**src/rtl/cc_mux_rr_arbiter_if.sv**
```systemverilog
// Request/grant bus between the requesters and the round-robin mux arbiter.
// Signal names match the arbiter's external pin names.
interface cc_mux_rr_arbiter_if #(
    parameter int unsigned DATAWIDTH_MUX_SELECTION = 4,
    parameter int unsigned NUM_REQUESTERS          = 8
);
    logic [NUM_REQUESTERS-1:0]          CC_ARB_request_InBUS;
    logic [NUM_REQUESTERS-1:0]          CC_ARB_done_InBUS;
    logic [NUM_REQUESTERS-1:0]          CC_ARB_grant_OutBUS;
    logic [DATAWIDTH_MUX_SELECTION-1:0] CC_ARB_selection_OutBUS;
    logic                               CC_ARB_valid_Out;
    logic                               CC_ARB_timeout_Out;

    modport master (
        output CC_ARB_request_InBUS,
        output CC_ARB_done_InBUS,
        input  CC_ARB_grant_OutBUS,
        input  CC_ARB_selection_OutBUS,
        input  CC_ARB_valid_Out,
        input  CC_ARB_timeout_Out
    );

    modport slave (
        input  CC_ARB_request_InBUS,
        input  CC_ARB_done_InBUS,
        output CC_ARB_grant_OutBUS,
        output CC_ARB_selection_OutBUS,
        output CC_ARB_valid_Out,
        output CC_ARB_timeout_Out
    );
endinterface

```
**src/rtl/cc_mux_rr_arbiter.sv**
```systemverilog
// Round-robin arbiter for the shared 8-input bus multiplexer: one-hot grant,
// selection code with valid, and an optional per-grant hold timeout.
module cc_mux_rr_arbiter #(
    parameter int unsigned DATAWIDTH_MUX_SELECTION = 4,
    parameter int unsigned NUM_REQUESTERS          = 8,
    parameter int unsigned MAX_HOLD                = 16,
    parameter int unsigned HOLD_COUNTER_WIDTH      = 5
) (
    input  logic               CC_ARB_CLOCK_50,
    input  logic               CC_ARB_RESET_InHigh,
    cc_mux_rr_arbiter_if.slave arb_if
);
    localparam int unsigned PTR_W = 3;
    localparam logic [HOLD_COUNTER_WIDTH-1:0] HOLD_LAST = HOLD_COUNTER_WIDTH'(MAX_HOLD - 1);
    localparam logic [HOLD_COUNTER_WIDTH-1:0] CNT_ONE   = HOLD_COUNTER_WIDTH'(1);

    typedef enum logic {
        ST_IDLE,
        ST_GRANT
    } state_t;

    state_t                             state_q, state_d;
    logic [NUM_REQUESTERS-1:0]          grant_q, grant_d;
    logic [DATAWIDTH_MUX_SELECTION-1:0] sel_q, sel_d;
    logic                               valid_q, valid_d;
    logic                               timeout_q, timeout_d;
    logic [HOLD_COUNTER_WIDTH-1:0]      cnt_q, cnt_d;
    logic [PTR_W-1:0]                   last_q, last_d;

    logic             found;
    logic [PTR_W-1:0] win;
    logic [PTR_W-1:0] scan_idx;
    logic             owner_done;
    logic             owner_req;
    logic             hold_expired;

    always_comb begin
        state_d   = state_q;
        grant_d   = grant_q;
        sel_d     = sel_q;
        valid_d   = valid_q;
        timeout_d = 1'b0;
        cnt_d     = cnt_q;
        last_d    = last_q;
        found     = 1'b0;
        win       = '0;
        scan_idx  = '0;

        // Circular scan beginning just after the last owner; the 3-bit add wraps mod 8.
        for (int unsigned i = 1; i <= 8; i++) begin
            scan_idx = last_q + PTR_W'(i);
            if (!found && arb_if.CC_ARB_request_InBUS[scan_idx]) begin
                found = 1'b1;
                win   = scan_idx;
            end
        end

        // While granted, last_q is the current owner.
        owner_done   = arb_if.CC_ARB_done_InBUS[last_q];
        owner_req    = arb_if.CC_ARB_request_InBUS[last_q];
        hold_expired = (MAX_HOLD != 0) && (cnt_q == HOLD_LAST);

        case (state_q)
            ST_IDLE: begin
                if (found) begin
                    state_d      = ST_GRANT;
                    grant_d      = '0;
                    grant_d[win] = 1'b1;
                    sel_d        = DATAWIDTH_MUX_SELECTION'(win);
                    valid_d      = 1'b1;
                    last_d       = win;
                    cnt_d        = '0;
                end
            end
            ST_GRANT: begin
                cnt_d = cnt_q + CNT_ONE;
                if (owner_done || !owner_req || hold_expired) begin
                    state_d   = ST_IDLE;
                    grant_d   = '0;
                    valid_d   = 1'b0;
                    timeout_d = hold_expired && !owner_done && owner_req;
                end
            end
            default: state_d = ST_IDLE;
        endcase
    end

    always_ff @(posedge CC_ARB_CLOCK_50) begin
        if (CC_ARB_RESET_InHigh) begin
            state_q   <= ST_IDLE;
            grant_q   <= '0;
            sel_q     <= '0;
            valid_q   <= 1'b0;
            timeout_q <= 1'b0;
            cnt_q     <= '0;
            last_q    <= '1;
        end else begin
            state_q   <= state_d;
            grant_q   <= grant_d;
            sel_q     <= sel_d;
            valid_q   <= valid_d;
            timeout_q <= timeout_d;
            cnt_q     <= cnt_d;
            last_q    <= last_d;
        end
    end

    assign arb_if.CC_ARB_grant_OutBUS     = grant_q;
    assign arb_if.CC_ARB_selection_OutBUS = sel_q;
    assign arb_if.CC_ARB_valid_Out        = valid_q;
    assign arb_if.CC_ARB_timeout_Out      = timeout_q;
endmodule

```
**src/flat_wrapper.sv**
```systemverilog
// flat-port wrapper written by rule: the top's interface ports become plain ports
module cc_mux_rr_arbiter_flat 
#(
    parameter int unsigned DATAWIDTH_MUX_SELECTION = 4,
    parameter int unsigned NUM_REQUESTERS          = 8,
    parameter int unsigned MAX_HOLD                = 16,
    parameter int unsigned HOLD_COUNTER_WIDTH      = 5
)
  (CC_ARB_CLOCK_50, CC_ARB_RESET_InHigh, arb_if_CC_ARB_request_InBUS, arb_if_CC_ARB_done_InBUS, arb_if_CC_ARB_grant_OutBUS, arb_if_CC_ARB_selection_OutBUS, arb_if_CC_ARB_valid_Out, arb_if_CC_ARB_timeout_Out);
  cc_mux_rr_arbiter_if #(.DATAWIDTH_MUX_SELECTION(DATAWIDTH_MUX_SELECTION), .NUM_REQUESTERS(NUM_REQUESTERS)) arb_if_i ();
  input  logic CC_ARB_CLOCK_50;
  input  logic CC_ARB_RESET_InHigh;
  input wire logic [$bits(arb_if_i.CC_ARB_request_InBUS)-1:0] arb_if_CC_ARB_request_InBUS;
  input wire logic [$bits(arb_if_i.CC_ARB_done_InBUS)-1:0] arb_if_CC_ARB_done_InBUS;
  output wire logic [$bits(arb_if_i.CC_ARB_grant_OutBUS)-1:0] arb_if_CC_ARB_grant_OutBUS;
  output wire logic [$bits(arb_if_i.CC_ARB_selection_OutBUS)-1:0] arb_if_CC_ARB_selection_OutBUS;
  output wire logic [$bits(arb_if_i.CC_ARB_valid_Out)-1:0] arb_if_CC_ARB_valid_Out;
  output wire logic [$bits(arb_if_i.CC_ARB_timeout_Out)-1:0] arb_if_CC_ARB_timeout_Out;
  assign arb_if_i.CC_ARB_request_InBUS = arb_if_CC_ARB_request_InBUS;
  assign arb_if_i.CC_ARB_done_InBUS = arb_if_CC_ARB_done_InBUS;
  assign arb_if_CC_ARB_grant_OutBUS = arb_if_i.CC_ARB_grant_OutBUS;
  assign arb_if_CC_ARB_selection_OutBUS = arb_if_i.CC_ARB_selection_OutBUS;
  assign arb_if_CC_ARB_valid_Out = arb_if_i.CC_ARB_valid_Out;
  assign arb_if_CC_ARB_timeout_Out = arb_if_i.CC_ARB_timeout_Out;
  cc_mux_rr_arbiter #(.DATAWIDTH_MUX_SELECTION(DATAWIDTH_MUX_SELECTION), .NUM_REQUESTERS(NUM_REQUESTERS), .MAX_HOLD(MAX_HOLD), .HOLD_COUNTER_WIDTH(HOLD_COUNTER_WIDTH)) u_core (.CC_ARB_CLOCK_50(CC_ARB_CLOCK_50), .CC_ARB_RESET_InHigh(CC_ARB_RESET_InHigh), .arb_if(arb_if_i));
endmodule
```
**config.mk**
```make
export PLATFORM = sky130hd
export DESIGN_NAME = cc_mux_rr_arbiter_flat
export DESIGN_NICKNAME = d
export VERILOG_FILES = /design/src/rtl/cc_mux_rr_arbiter_if.sv /design/src/rtl/cc_mux_rr_arbiter.sv /design/src/flat_wrapper.sv
export SDC_FILE = /design/constraint.sdc
export NUM_CORES = 1
export LEC_CHECK = 0
export ABC_AREA = 1
export CAP_MARGIN = 20
export CELL_PAD_IN_SITES_DETAIL_PLACEMENT = 1
export CELL_PAD_IN_SITES_GLOBAL_PLACEMENT = 1
export CORE_MARGIN = 5
export CORE_UTILIZATION = 36
export DETAILED_ROUTE_END_ITERATION = 8
export GPL_TIMING_DRIVEN = 0
export PLACE_DENSITY_LB_ADDON = 0.1
export SLEW_MARGIN = 30
export SYNTH_ARGS = -nofsm -noshare
export SYNTH_HDL_FRONTEND = slang
export SYNTH_SLANG_ARGS = --single-unit
export TNS_END_PERCENT = 30
```
**constraint.sdc**
```tcl
create_clock -name CC_ARB_CLOCK_50 -period 2.9 [get_ports CC_ARB_CLOCK_50]
set_input_delay 0.29 -clock CC_ARB_CLOCK_50 [delete_from_list [all_inputs] [get_ports CC_ARB_CLOCK_50]]
set_output_delay 0.29 -clock CC_ARB_CLOCK_50 [all_outputs]
set_load 0.01 [all_outputs]
```
### After elaboration in Yosys (flattened, before gate mapping)

Index checks and enable logic that the tools add are counted.

* register bits: 22

* $add $sub $neg: 8
* order comparisons: 10
* equality and inequality tests: 3
* mux-type cells: 47
* bitwise operators: 2
* reduce and logical (&&, ||, !) cells: 24

Operator list (count)
* < comparator 3 x 4 -> 1 bit (second input constant): 9
* binary-select mux 1 bit (select 3 bit): 9
* 2-to-1 mux 3 bit: 8
* 2-to-1 mux 1 bit: 22
* 2-to-1 mux 8 bit: 2
* case mux 8 bit (2 select lines): 1
* adder 3 bit (second input constant): 4
* logical AND 1 bit: 10
* case mux 5 bit (2 select lines): 1
* zero test 1 bit: 9
* adder 3 x 2 -> 3 bit (second input constant): 2
* adder 5 x 1 -> 5 bit (second input constant): 1
* equality test 5 x 4 -> 1 bit (second input constant): 1
* 2-to-1 mux 5 bit: 1
* case mux 1 bit (2 select lines): 2
* AND reduction 2 bit: 2
* adder 3 x 1 -> 3 bit (second input constant): 1
* demux 1 bit (select 3 bit): 1
* greater-or-equal comparator 3 x 1 -> 1 bit (second input constant): 1
* OR reduction 3 bit: 1
* logical OR 1 bit: 2
* inequality test 2 x 1 -> 1 bit (second input constant): 1
* inequality test 2 bit (second input constant): 1
* inverter 1 bit: 2

### Longest topological paths before layout

* word-level depth: 31
* gate-level depth with buffers: 20
* mapped depth without buffers: 19

### Least setup slack after synthesis

Ideal clock, no wire load.

* path type: register to register
* from: reg u_core.last_q[0]
* to: reg u_core.grant_q[2], in the netlist u_core.arb_if.CC_ARB_grant_OutBUS[2]
* data arrival time: 2.406 ns
* slack: 0.367 ns
* stages on the path, launching flop included: 18
* buffers on the path: 1
* period minus slack after synthesis: 2.533 ns
* cell sequence: dfxtp_1 > inv_2 > buf_6 > ha_1 > inv_1 > nand3_1 > nand3_1 > nand2_2 > nor2_8 > nand4_4 > nor2_8 > nand3_4 > nand2_2 > inv_2 > nand2_1 > nor2_1 > nor2_1 > nor2_1

* longest elaborated chain between the ends: 31
* elaborated cells on any way between the ends: 68
* classes of those cells: 7 x add/sub; 2 x order compare; 2 x eq/ne; 38 x mux; 19 x reduce/logical

Ends and longest elaborated chain
* from (decl): RTL line cc_mux_rr_arbiter.sv:28 `logic [PTR_W-1:0] last_q, last_d;`
* from (signal assigned): RTL line cc_mux_rr_arbiter.sv:104 `last_q <= last_d;`
* adder 3 x 1 -> 3 bit: RTL line cc_mux_rr_arbiter.sv:51 `scan_idx = last_q + PTR_W'(i);`
* binary-select mux 1 bit (select 3 bit): RTL line cc_mux_rr_arbiter.sv:52 `if (!found && arb_if.CC_ARB_request_InBUS[scan_idx]) begin`
* 2-to-1 mux 1 bit (not written as such): RTL line cc_mux_rr_arbiter.sv:52
* 2-to-1 mux 1 bit: RTL line cc_mux_rr_arbiter.sv:52
* zero test 1 bit: RTL line cc_mux_rr_arbiter.sv:52
* logical AND 1 bit: RTL line cc_mux_rr_arbiter.sv:52
* 2-to-1 mux 1 bit: RTL line cc_mux_rr_arbiter.sv:52
* zero test 1 bit: RTL line cc_mux_rr_arbiter.sv:52
* (+15 left out)
* logical AND 1 bit: RTL line cc_mux_rr_arbiter.sv:52
* 2-to-1 mux 3 bit: RTL line cc_mux_rr_arbiter.sv:52
* < comparator 3 x 4 -> 1 bit (not written as such) / greater-or-equal comparator 3 x 1 -> 1 bit (equally long branches): RTL line cc_mux_rr_arbiter.sv:68 `grant_d[win] = 1'b1;`
* logical AND 1 bit (not written as such): RTL line cc_mux_rr_arbiter.sv:68
* 2-to-1 mux 1 bit (not written as such): RTL line cc_mux_rr_arbiter.sv:68
* demux 1 bit (select 3 bit)
* 2-to-1 mux 8 bit: RTL line cc_mux_rr_arbiter.sv:65 `if (found) begin`
* case mux 8 bit (2 select lines): RTL line cc_mux_rr_arbiter.sv:63 `case (state_q)`
* to (signal assigned): RTL line cc_mux_rr_arbiter.sv:99 `grant_q <= grant_d;`
* to (decl): RTL line cc_mux_rr_arbiter.sv:23 `logic [NUM_REQUESTERS-1:0] grant_q, grant_d;`

Parallel ways exist; a longest one is shown, timed or not. The select of a mux whose other input is x is not followed.
A chain may end at the register's enable or synchronous reset.

### Worst setup path after layout

Ends and elaborated chain as after synthesis.

==> summary.txt <==
============================================================================
Worst Setup End Kind                                                    flop
Proportion of synthesized area in mux cells                               0%
Number of vias per cell                                                 5.02
Area of the core                                                   4660 um^2
Setup clock skew after layout                                        4.53 ps
Max-cap violations                                                         0
Maximum fanout count along the critical path                              10
Effective utilization at floorplan                                     36.5%
Max rail drop VDD                                                 0.000392 V
Worst Path Class, Setup                                           reg -> reg
Depth of the worst hold-timing path                                        2
Wire length of the first global-routing pass                         8270 um
Overall track demand over capacity in global routing                   16.7%
Routed len/inst                                                      13.3 um
Standby leakage power                                               0.961 nW
Worst path required time                                             3050 ps
Minimum clock period                                                 2670 ps
Worst setup slack for register-to-register paths                      230 ps
Total DRC errors in the routed layout                                      0
Clock buffers created by TritonCTS                                         3
Mapped Cells                                                             273
Maximum number of buffers from clock root to sink                          2
Chip height                                                          78.7 um
Area of all placed cells without fillers                           2130 um^2
Most used DFF post-synth                                        sky130_fd_sc_hd__dfxtp_1
Largest family of logic cells by synthesized area               simple AND/OR/NAND/NOR gates
Logic depth of the worst register-to-register path                        17
Max Clock Freq                                                       375 MHz
NumNets Final                                                            330
Routability congestion estimate from global placement                  0.851
Non-filler cells in the finished layout                                  360
Dominant cell by count in the synthesized netlist               sky130_fd_sc_hd__nand2_1
Synth cell types                                                          32
Wirelength, routed                                                   4780 um
Later-pin clock latency in the skew report                            270 ps
Worst r2r src                                                   u_core.last_q[0]
Destination of the worst register-to-register timing path       u_core.arb_if.CC_ARB_grant_OutBUS[2]
Yosys top cell area share                                              25.9%
Complex-gate fraction of the synthesized area                          10.7%
WHS Endpoint                                                    u_core.cnt_q[1]
Antenna-violating nets left                                                0
Combined area of the multi-input logic cells                       1110 um^2
Status                                                          complete, no violations
Worst Setup Start Kind                                                  flop
Top cells by area, synth                                        sky130_fd_sc_hd__dfxtp_1 26%, sky130_fd_sc_hd__nand2_1 17%, sky130_fd_sc_hd__nand3_1 11%, sky130_fd_sc_hd__nor2_1 7.7%, sky130_fd_sc_hd__inv_1 5.1%
PD cells                                                        1300 nW/um^2
Die Span X                                                           78.7 um
Most frequent cells after synthesis                             79 x sky130_fd_sc_hd__nand2_1, 36 x sky130_fd_sc_hd__nand3_1, 35 x sky130_fd_sc_hd__nor2_1, 23 x sky130_fd_sc_hd__inv_1, 22 x sky130_fd_sc_hd__dfxtp_1
Number of synthesized register bits                                       22
DR vias                                                                 1807
Post-synthesis simple-gate area fraction                               49.8%
Fill cells                                                               629
Area growth from synthesis to final layout                             25.3%
Total placed cells including tap cells                                   356
Largest net degree at the start of global routing                         12
Hold crit path type                                                in -> reg
Fraction of registers with async set or reset after synthesis             0%
Synthesized netlist net count                                            295
Number of setup violations in the final report                             0
Sinks on Clock Net                                                        22
Data arrival at the endpoint of the critical path                    2820 ps
Sequential fraction of the synthesis area                              25.9%
Final Total Pwr                                                      2.77 mW
Iter 0 DRT Violations                                                     76
Pins over their slew limit                                                 0
Rows                                                                      25
Area used by sequential logic in the layout                         442 um^2
Final number of hold-violating endpoints                                   0
Launch point of the worst path                                  u_core.last_q[0]
Synthesized area                                                   1700 um^2
Sum of overflow across all layers after global routing                     0
Full die area                                                      6200 um^2
Warnings, synthesis                                                        0
Fin crit share                                                         92.0%
Boundary Pins                                                             32
First drt pass iteration count                                             4
Post-Syn Area per Cell                                             6.23 um^2
Layout cells sized above 1                                             13.4%
Detailed-placement wirelength estimate                               3870 um
Antenna violations before repair                                           0
Post-route setup slack                                                233 ps
Count of flip-flops with a built-in enable after synthesis                 0
Xor/xnor cell area share of the yosys netlist                         0.515%
Placement Cell Area                                                2060 um^2
I/O Buffers                                                               29
Clock-pin transition on the worst setup and hold timing paths          80 ps
Clock tree from TritonCTS                                              built
HP Start                                                        CC_ARB_RESET_InHigh
Antenna cell count                                                         0
Via count of the first global-routing pass                              1745
Root buffer cell                                                sky130_fd_sc_hd__clkbuf_8
Number of H-tree levels                                                    1
Post-Place Worst Slack                                               -190 ps
Adder-cell share of the synthesized area                               2.94%
Biggest area consumer among synthesized cells                   sky130_fd_sc_hd__dfxtp_1
============================================================================
## cells in the final DEF (no fill, tap or decap), types with 7 or more instances in the layout
master and instances:
sky130_fd_sc_hd__nand2_1 79, sky130_fd_sc_hd__nand3_1 36, sky130_fd_sc_hd__nor2_1 34, sky130_fd_sc_hd__clkdlybuf4s50_1 29, sky130_fd_sc_hd__inv_1 22, sky130_fd_sc_hd__dfxtp_1 21, sky130_fd_sc_hd__a21oi_1 15, sky130_fd_sc_hd__inv_2 8
sky130_fd_sc_hd__o21ai_0 7
## where the power goes
part           switching (mW)  internal [mW]  total (mW)
registers              0.0428          0.379       0.421
clock network           0.103         0.0930       0.196
logic                    1.40          0.753        2.15
total                    1.55           1.22        2.77
## flip-flops by register name (all words and copies together), names as in the netlist
signal / cells
u_core.arb_if.CC_ARB_grant_OutBUS: 8
u_core.cnt_q: 5
u_core.arb_if.CC_ARB_selection_OutBUS: 3
u_core.last_q: 3
u_core.arb_if.CC_ARB_timeout_Out: 1
u_core.arb_if.CC_ARB_valid_Out: 1
u_core.state_q: 1
## stage by stage
stage	utilization, %	hold WS [ps]	TNS, ps
finish	45.7	395	0
detailed placement	44.2	457	-1570
floorplan	-	439	0
global route	45.7	440	-1.70
CTS	45.2	407	0
global placement	44.2	448	-2070
## logic make-up (layout without fill, tap and decap cells)
logic type               Yosys count  in the layout
adder cells (fa/ha/maj)            4              4
other                              1              1
AO/OA/AOI/OAI                     29             29
XOR/XNOR                           1              1
buffers and inverters             39             72
AND/OR/NAND/NOR                  177            177
flip-flops                        22             22
## critical path, stage by stage (launching register included)
cell and delay (ps):
sky130_fd_sc_hd__dfxtp_2 420, sky130_fd_sc_hd__inv_2 90, sky130_fd_sc_hd__buf_6 160, sky130_fd_sc_hd__ha_4 280, sky130_fd_sc_hd__inv_2 120, sky130_fd_sc_hd__nand3_1 110
sky130_fd_sc_hd__nand3_1 120, sky130_fd_sc_hd__nand2_2 120, sky130_fd_sc_hd__nor2_8 160, sky130_fd_sc_hd__nand4_4 140, sky130_fd_sc_hd__nor2_8 170, sky130_fd_sc_hd__nand3_4 120
sky130_fd_sc_hd__nand2_4 130, sky130_fd_sc_hd__inv_2 100, sky130_fd_sc_hd__nand2_1 120, sky130_fd_sc_hd__nor2_1 60, sky130_fd_sc_hd__nor2_1 80, sky130_fd_sc_hd__nor2_1 40
## area by class of cell
type,count,area share [%]
plain buffers,8,2.47
clock buffers,3,1.94
inverters,31,5.58
multi-input cells,212,52.1
flip-flops and latches,22,20.7
well taps,54,3.17
repair buffers,30,14.0
## timing repair
item                                    CTS  global route
endpoints found under the setup margin   18            12
pin swaps                                 0             1
hold buffers                              0             0
resized for setup                         4             3
cloned                                    0             0
setup buffers                             0             1
hold endpoints to repair                  0             0
## layer usage
layer / up-vias / wire length [um] / global-route usage, %
met5: - / 0 / 0
met4: 0 / 46 / 4.20
met3: 4 / 117 / 3.06
met2: 22 / 2100 / 26.1
met1: 838 / 2510 / 23.7
li1: 943 / - / -
## worst max path at each step
| stage | end | slack (ps) |
|---|---|---|
| floorplan | u_core.arb_if.CC_ARB_grant_OutBUS[2] | 370 |
| global placement | u_core.arb_if.CC_ARB_grant_OutBUS[5] | -220 |
| detailed placement | u_core.arb_if.CC_ARB_grant_OutBUS[5] | -190 |
| CTS | u_core.arb_if.CC_ARB_grant_OutBUS[5] | 70 |
| global route | u_core.arb_if.CC_ARB_grant_OutBUS[2] | -1 |
| finish | u_core.arb_if.CC_ARB_grant_OutBUS[2] | 230 |
(Power assumes the default switching activity.)
